## config.mk

```make
export PLATFORM = sky130hd
export DESIGN_NAME = serpent_round_ctrl
export DESIGN_NICKNAME = d
export VERILOG_FILES = /design/src/rtl/serpent_round_ctrl.sv
export SDC_FILE = /design/constraint.sdc
export NUM_CORES = 2
export LEC_CHECK = 0
export CORE_MARGIN = 1
export CORE_UTILIZATION = 40
export DETAILED_ROUTE_END_ITERATION = 12
export PLACE_DENSITY = 0.6
export SLEW_MARGIN = 10
export SYNTH_ARGS = -nofsm -noshare
export SYNTH_HDL_FRONTEND = slang
export SYNTH_HIERARCHICAL = 1
export SYNTH_SLANG_ARGS = --single-unit
```

## constraint.sdc

```tcl
create_clock -name i_clk -period 4.2 [get_ports i_clk]
set_input_delay 0.84 -clock i_clk [delete_from_list [all_inputs] [get_ports i_clk]]
set_output_delay 0.84 -clock i_clk [all_outputs]
set_load 0.1 [all_outputs]
```

## src/rtl/serpent_round_ctrl.sv

```systemverilog
// rtl/serpent_round_ctrl.sv - iterative Serpent-128 encryption round controller (optional abort: SERPENT_CTRL_ABORT_EN)

// Bitsliced Serpent S-box layer: nibble i = {w3[i], w2[i], w1[i], w0[i]}.
module sboxes (
    input  logic [2:0]   i_sel,
    input  logic [127:0] i_data,
    output logic [127:0] o_data
);
    logic [63:0] w_tab;

    // Pick the 16-entry table for this round; entry v sits in bits [4v+3:4v].
    always_comb begin
        w_tab = 64'h0;
        case (i_sel)
            3'd0: w_tab = 64'hC90724DEB56A1F83;
            3'd1: w_tab = 64'h43D68EB1A50972CF;
            3'd2: w_tab = 64'h25B04E1DFAC39768;
            3'd3: w_tab = 64'hE57A421D369C8BF0;
            3'd4: w_tab = 64'hD7E9A4526B0C38F1;
            3'd5: w_tab = 64'h176D8E30C9A4B25F;
            3'd6: w_tab = 64'h0A3DF19EB6485C27;
            3'd7: w_tab = 64'h6539AC47B28E0FD1;
            default: w_tab = 64'h0;
        endcase
    end

    // Apply the selected S-box to all 32 bit columns in parallel.
    always_comb begin
        logic [3:0] w_nib;
        logic [3:0] w_res;
        o_data = '0;
        for (int i = 0; i < 32; i++) begin
            w_nib = {i_data[96+i], i_data[64+i], i_data[32+i], i_data[i]};
            w_res = w_tab[{w_nib, 2'b00} +: 4];
            o_data[i]    = w_res[0];
            o_data[32+i] = w_res[1];
            o_data[64+i] = w_res[2];
            o_data[96+i] = w_res[3];
        end
    end
endmodule

module serpent_round_ctrl (
    input  logic         i_clk,
    input  logic         i_rst,
    input  logic         i_valid,
    output logic         o_ready,
    input  logic [127:0] i_data,
    output logic [5:0]   o_rk_index,
    input  logic [127:0] i_round_key,
    output logic         o_valid,
    input  logic         i_ready,
    output logic [127:0] o_data,
    output logic         o_busy
`ifdef SERPENT_CTRL_ABORT_EN
    ,
    input  logic         i_abort
`endif
);
    typedef enum logic [1:0] {
        S_IDLE  = 2'd0,
        S_ROUND = 2'd1,
        S_FINAL = 2'd2,
        S_DONE  = 2'd3
    } state_t;

    state_t       r_fsm;
    logic [127:0] r_state;
    logic [4:0]   r_round;
    logic [5:0]   r_rk_index;
    logic         r_valid;
    logic         r_busy;

    logic         w_abort;
    logic [2:0]   w_sbox_sel;
    logic [127:0] w_sbox_in;
    logic [127:0] w_sbox_out;
    logic [127:0] w_lt;

`ifdef SERPENT_CTRL_ABORT_EN
    assign w_abort = i_abort;
`else
    assign w_abort = 1'b0;
`endif

    function automatic logic [31:0] rotl32(input logic [31:0] v, input int n);
        return (v << n) | (v >> (32 - n));
    endfunction

    // Serpent linear transform on words {x3,x2,x1,x0}.
    function automatic logic [127:0] lin_tf(input logic [127:0] x);
        logic [31:0] x0, x1, x2, x3;
        x0 = x[31:0];
        x1 = x[63:32];
        x2 = x[95:64];
        x3 = x[127:96];
        x0 = rotl32(x0, 13);
        x2 = rotl32(x2, 3);
        x1 = x1 ^ x0 ^ x2;
        x3 = x3 ^ x2 ^ (x0 << 3);
        x1 = rotl32(x1, 1);
        x3 = rotl32(x3, 7);
        x0 = x0 ^ x1 ^ x3;
        x2 = x2 ^ x3 ^ (x1 << 7);
        x0 = rotl32(x0, 5);
        x2 = rotl32(x2, 22);
        return {x3, x2, x1, x0};
    endfunction

    assign w_sbox_sel = r_round[2:0];
    assign w_sbox_in  = r_state ^ i_round_key;

    sboxes u_sboxes (
        .i_sel  (w_sbox_sel),
        .i_data (w_sbox_in),
        .o_data (w_sbox_out)
    );

    assign w_lt = lin_tf(w_sbox_out);

    assign o_ready    = (r_fsm == S_IDLE);
    assign o_rk_index = r_rk_index;
    assign o_valid    = r_valid;
    assign o_busy     = r_busy;
    assign o_data     = r_state;

    // Block sequencer: accept, 32 S-box rounds, final key whitening, hold result until drained.
    always_ff @(posedge i_clk) begin
        if (i_rst) begin
            r_fsm      <= S_IDLE;
            r_state    <= '0;
            r_round    <= '0;
            r_rk_index <= '0;
            r_valid    <= 1'b0;
            r_busy     <= 1'b0;
        end else begin
            case (r_fsm)
                S_IDLE: begin
                    if (i_valid) begin
                        r_state    <= i_data;
                        r_round    <= '0;
                        r_rk_index <= '0;
                        r_busy     <= 1'b1;
                        r_fsm      <= S_ROUND;
                    end
                end
                S_ROUND: begin
                    if (w_abort) begin
                        r_state    <= '0;
                        r_round    <= '0;
                        r_rk_index <= '0;
                        r_busy     <= 1'b0;
                        r_fsm      <= S_IDLE;
                    end else if (r_round == 5'd31) begin
                        // Last round skips the linear transform; K32 is applied in FINAL.
                        r_state    <= w_sbox_out;
                        r_rk_index <= 6'd32;
                        r_fsm      <= S_FINAL;
                    end else begin
                        r_state    <= w_lt;
                        r_round    <= r_round + 5'd1;
                        r_rk_index <= {1'b0, r_round + 5'd1};
                    end
                end
                S_FINAL: begin
                    if (w_abort) begin
                        r_state    <= '0;
                        r_round    <= '0;
                        r_rk_index <= '0;
                        r_busy     <= 1'b0;
                        r_fsm      <= S_IDLE;
                    end else begin
                        r_state    <= r_state ^ i_round_key;
                        r_rk_index <= '0;
                        r_busy     <= 1'b0;
                        r_valid    <= 1'b1;
                        r_fsm      <= S_DONE;
                    end
                end
                S_DONE: begin
                    if (i_ready) begin
                        r_valid <= 1'b0;
                        r_fsm   <= S_IDLE;
                    end
                end
                default: r_fsm <= S_IDLE;
            endcase
        end
    end
endmodule

```

==> metrics.md <==
| Metric | Value |
|---|---|
| Critical Path, Cell by Cell | `clkinvlp_4, ha_4, nor2b_1, a21oi_1, buf_12, mux4_2, nor2_1, o311a_2, xnor3_1, buf_4, xnor3_1, o21a_1, o2bb2ai_1` |
| Cts hold-fix bufs | `0` |
| Adder-cell share of the synthesized area | `0.475%` |
| Synth-to-Final Area Change | `42.2%` |
| Share of cells above drive strength 1 | `29.6%` |
| Area leader, netlist | `mux4_2` |
| Most instantiated library cell after synthesis | `o21ai_0` |
| CP max stage cell | `a21oi_1` |
| Largest net degree at the start of global routing | `136` |
| Core Region | `90,600 sq um` |
| Max Transition Viols Final | `0` |
| HP Class | `reg2reg` |
| Rel. slew slack | `22.7%` |
| Worst IR Drop VDD | `0.908 mV` |
| RSZ-0062 raised after global routing | `yes` |
| Nets@finish | `6,020` |
| Routed via count | `49,308` |
| Final min period | `4.27 ns` |
| Clock buffer depth | `2` |
| Static leakage | `21.3 nW` |
| Simple-gate portion of the synthesized area | `13.8%` |
| Ys flop type | `dfxtp_1` |
| Max-cap violations | `0` |
| DP HPWL | `195,000 um` |
| FMAX | `234 MHz` |
| # rows | `110` |
| Final setup fails | `13` |
| Register area share after synthesis | `7.77%` |
| Post-Synthesis Net Count | `5,074` |
| CTS tree | `yes` |
| Crit. End Element | `register` |
| WP data required | `4.59 ns` |
| Clock Skews | `0.0200 ns` |
| First-pass GRT wire length | `353,000 um` |
| I/O pin total | `397` |
| Synth Instances | `4,800` |
| Final Power | `60.2 mW` |
| Initial Util | `40.7%` |
| CP most frequent cell | `xnor3_1` |
| Root Driver | `clkbuf_16` |
| GP Congestion | `1.10` |
| Port Buffers | `396` |
| Critical path class | `reg2reg` |
| Total congestion overflow | `0` |
| Async SR Flop Fraction | `0%` |
| Pwr per Cell Area | `1150 nW/um^2` |
| Largest family of logic cells by synthesized area | `compound AO/OA/AOI/OAI gates` |
| Fin worst setup slack | `-0.0729 ns` |
| Synth cell types | `90` |
| Antenna-violating nets left | `0` |
| WP data arrival | `4.66 ns` |
| DRT iter0 DRCs | `7,742` |
| Yosys warns | `6` |
| Post-synth EDFFs | `0` |
| Initial antenna violation count | `17` |
| Largest cells by area after synthesis | `mux4_2 (14%), dfxtp_1 (7.8%), o21ai_0 (6.7%)` |
| CTS clk-pin slew, worst paths | `0.08 ns` |
| Final core occ | `57.9%` |
| Worst-Skew Late Latency | `0.47 ns` |
| Layout fillers | `8,498` |
| Post-Syn Area | `36,800 sq um` |
| Pre-CTS WS | `-1.14 ns` |
| Mux cell area share after synthesis | `18.4%` |
| Area of the die | `93,300 sq um` |
| H-Tree Depth | `4` |
| Synthesized flop and latch total | `143` |
| Critical Path Start Type | `register` |
| Vias/cell | `7.10` |
| Failing checks | `negative setup slack` |
| Post-Route WL | `258,000 um` |
| Die Y | `305 um` |
| Final hold violation count | `0` |
| Final TNS setup | `-0.398 ns` |
| Synth Area in Compound Gates | `37.6%` |
| Xor and xnor area share after synthesis | `12.5%` |
| Slowest stage delay, CP | `0.72 ns` |
| Vias in the first global route | `45,181` |
| Post-synth top area share | `13.9%` |
| Cells after DPL | `6,879` |
| CTS Buf Count | `17` |
| Worst Max-Slew Pin Slew | `1.16 ns` |
| GRT Util Overall | `53.0%` |
| DRC viols | `0` |
| Die Width | `305 um` |
| Tcrit/Tclk final | `102%` |
| Layout Cells excl Fill | `6,948` |
| WL/cell | `37.1 um` |
| Mean Syn Cell Area | `7.68 sq um` |
| Worst-path fanout max | `8` |
| Top cells by count, synth | `o21ai_0 (492), clkbuf_1 (431), nand2_1 (400), a21oi_1 (352), nor2_1 (320)` |
| Clk sinks | `143` |
| Status | `finished with violations` |
| First-pass DRT Iterations | `8` |
report_power, final:
group	switching [mW]	leakage [nW]	total (mW)	internal [mW]
clock	0.737	0.287	1.62	0.879
sequential	0.719	1.18	2.55	1.83
combinational	31.2	19.9	56.1	24.8
logic make-up after synthesis:
group	after synthesis
XOR/XNOR	335
adder cells (fa/ha/maj)	14
AO/OA/AOI/OAI	2000
flip-flops	143
AND/OR/NAND/NOR	1112
buffers and inverters	807
multiplexers	389
critical path: cells and delay by family (launching register included):
kind	cells	cell delay, ns
muxes	1	0.28
and+or+nand+nor	2	0.21
adders and majority gates	1	0.34
DFF	1	0.44
xor gates and xnor gates	2	0.78
AOI/OAI and AO/OA	4	1.57
buffers and inverters	3	0.54
cell usage in the layout (no fill, tap or decap), types with 130 or more instances in the layout:
cell type	synthesis	final
a211oi_1	147	138
a21oi_1	352	347
buf_12	0	163
buf_4	43	1062
clkdlybuf4s50_1	0	389
dfxtp_1	143	139
mux4_2	227	227
nand2_1	400	397
nor2_1	320	315
o211ai_1	130	130
o21ai_0	492	488
timing repair:
| item | in CTS | in global routing |
|---|---|---|
| setup endpoints to repair | 33 | 51 |
| gates resized for setup | 14 | 53 |
| cloned | 1 | 3 |
| setup buffers | 14 | 6 |
| pin swaps | 5 | 8 |
layout make-up:
class | count | area, sq um | share of cell area (%)
clock buffers | 20 | 467 | 0.891
flip-flops and latches | 143 | 2880 | 5.49
multi-input cells | 3853 | 31700 | 60.5
clock inverters | 12 | 123 | 0.234
well taps | 1176 | 1470 | 2.81
inverters | 105 | 408 | 0.778
repair buffers | 1626 | 15300 | 29.2
diodes | 13 | 32.5 | 0.0621
stage by stage:
stage	hold WS [ns]	cell area, sq um
6_report	0.462	52400
4_1_cts	0.461	52100
3_3_place_gp	0.443	51300
5_1_grt	0.490	52400
3_5_place_dp	0.452	51300
2_1_floorplan	0.441	36900
per-layer routing:
metal	share of wire, %	wire (um)	up-vias	GRT usage, %
met5	0.083	214	-	0.930
met4	12	30000	18	49.5
met3	12	31800	1114	16.8
met2	41	106000	3990	76.6
met1	35	89500	23874	62.0
li1	-	-	20312	-
state kept, by name, summed over array words and instances, names as in the netlist:
signal and count:
o_valid 1, o_rk_index 6, o_busy 1, r_round 5, o_data 128, r_fsm 2
worst paths after layout:
kind	startpoint	to	slack [ns]	depth (start not counted)
min	o_rk_index[3]$_SDFFE_PP0P_	o_rk_index[3]$_SDFFE_PP0P_	0.46	2
min reg2reg	o_rk_index[3]$_SDFFE_PP0P_	o_rk_index[3]$_SDFFE_PP0P_	0.46	2
max	r_round[1]$_SDFFE_PP0P_	o_data[0]$_SDFFE_PP0P_	-0.07	13
max reg2reg	r_round[1]$_SDFFE_PP0P_	o_data[0]$_SDFFE_PP0P_	-0.07	13
(Power assumes the default switching activity.)
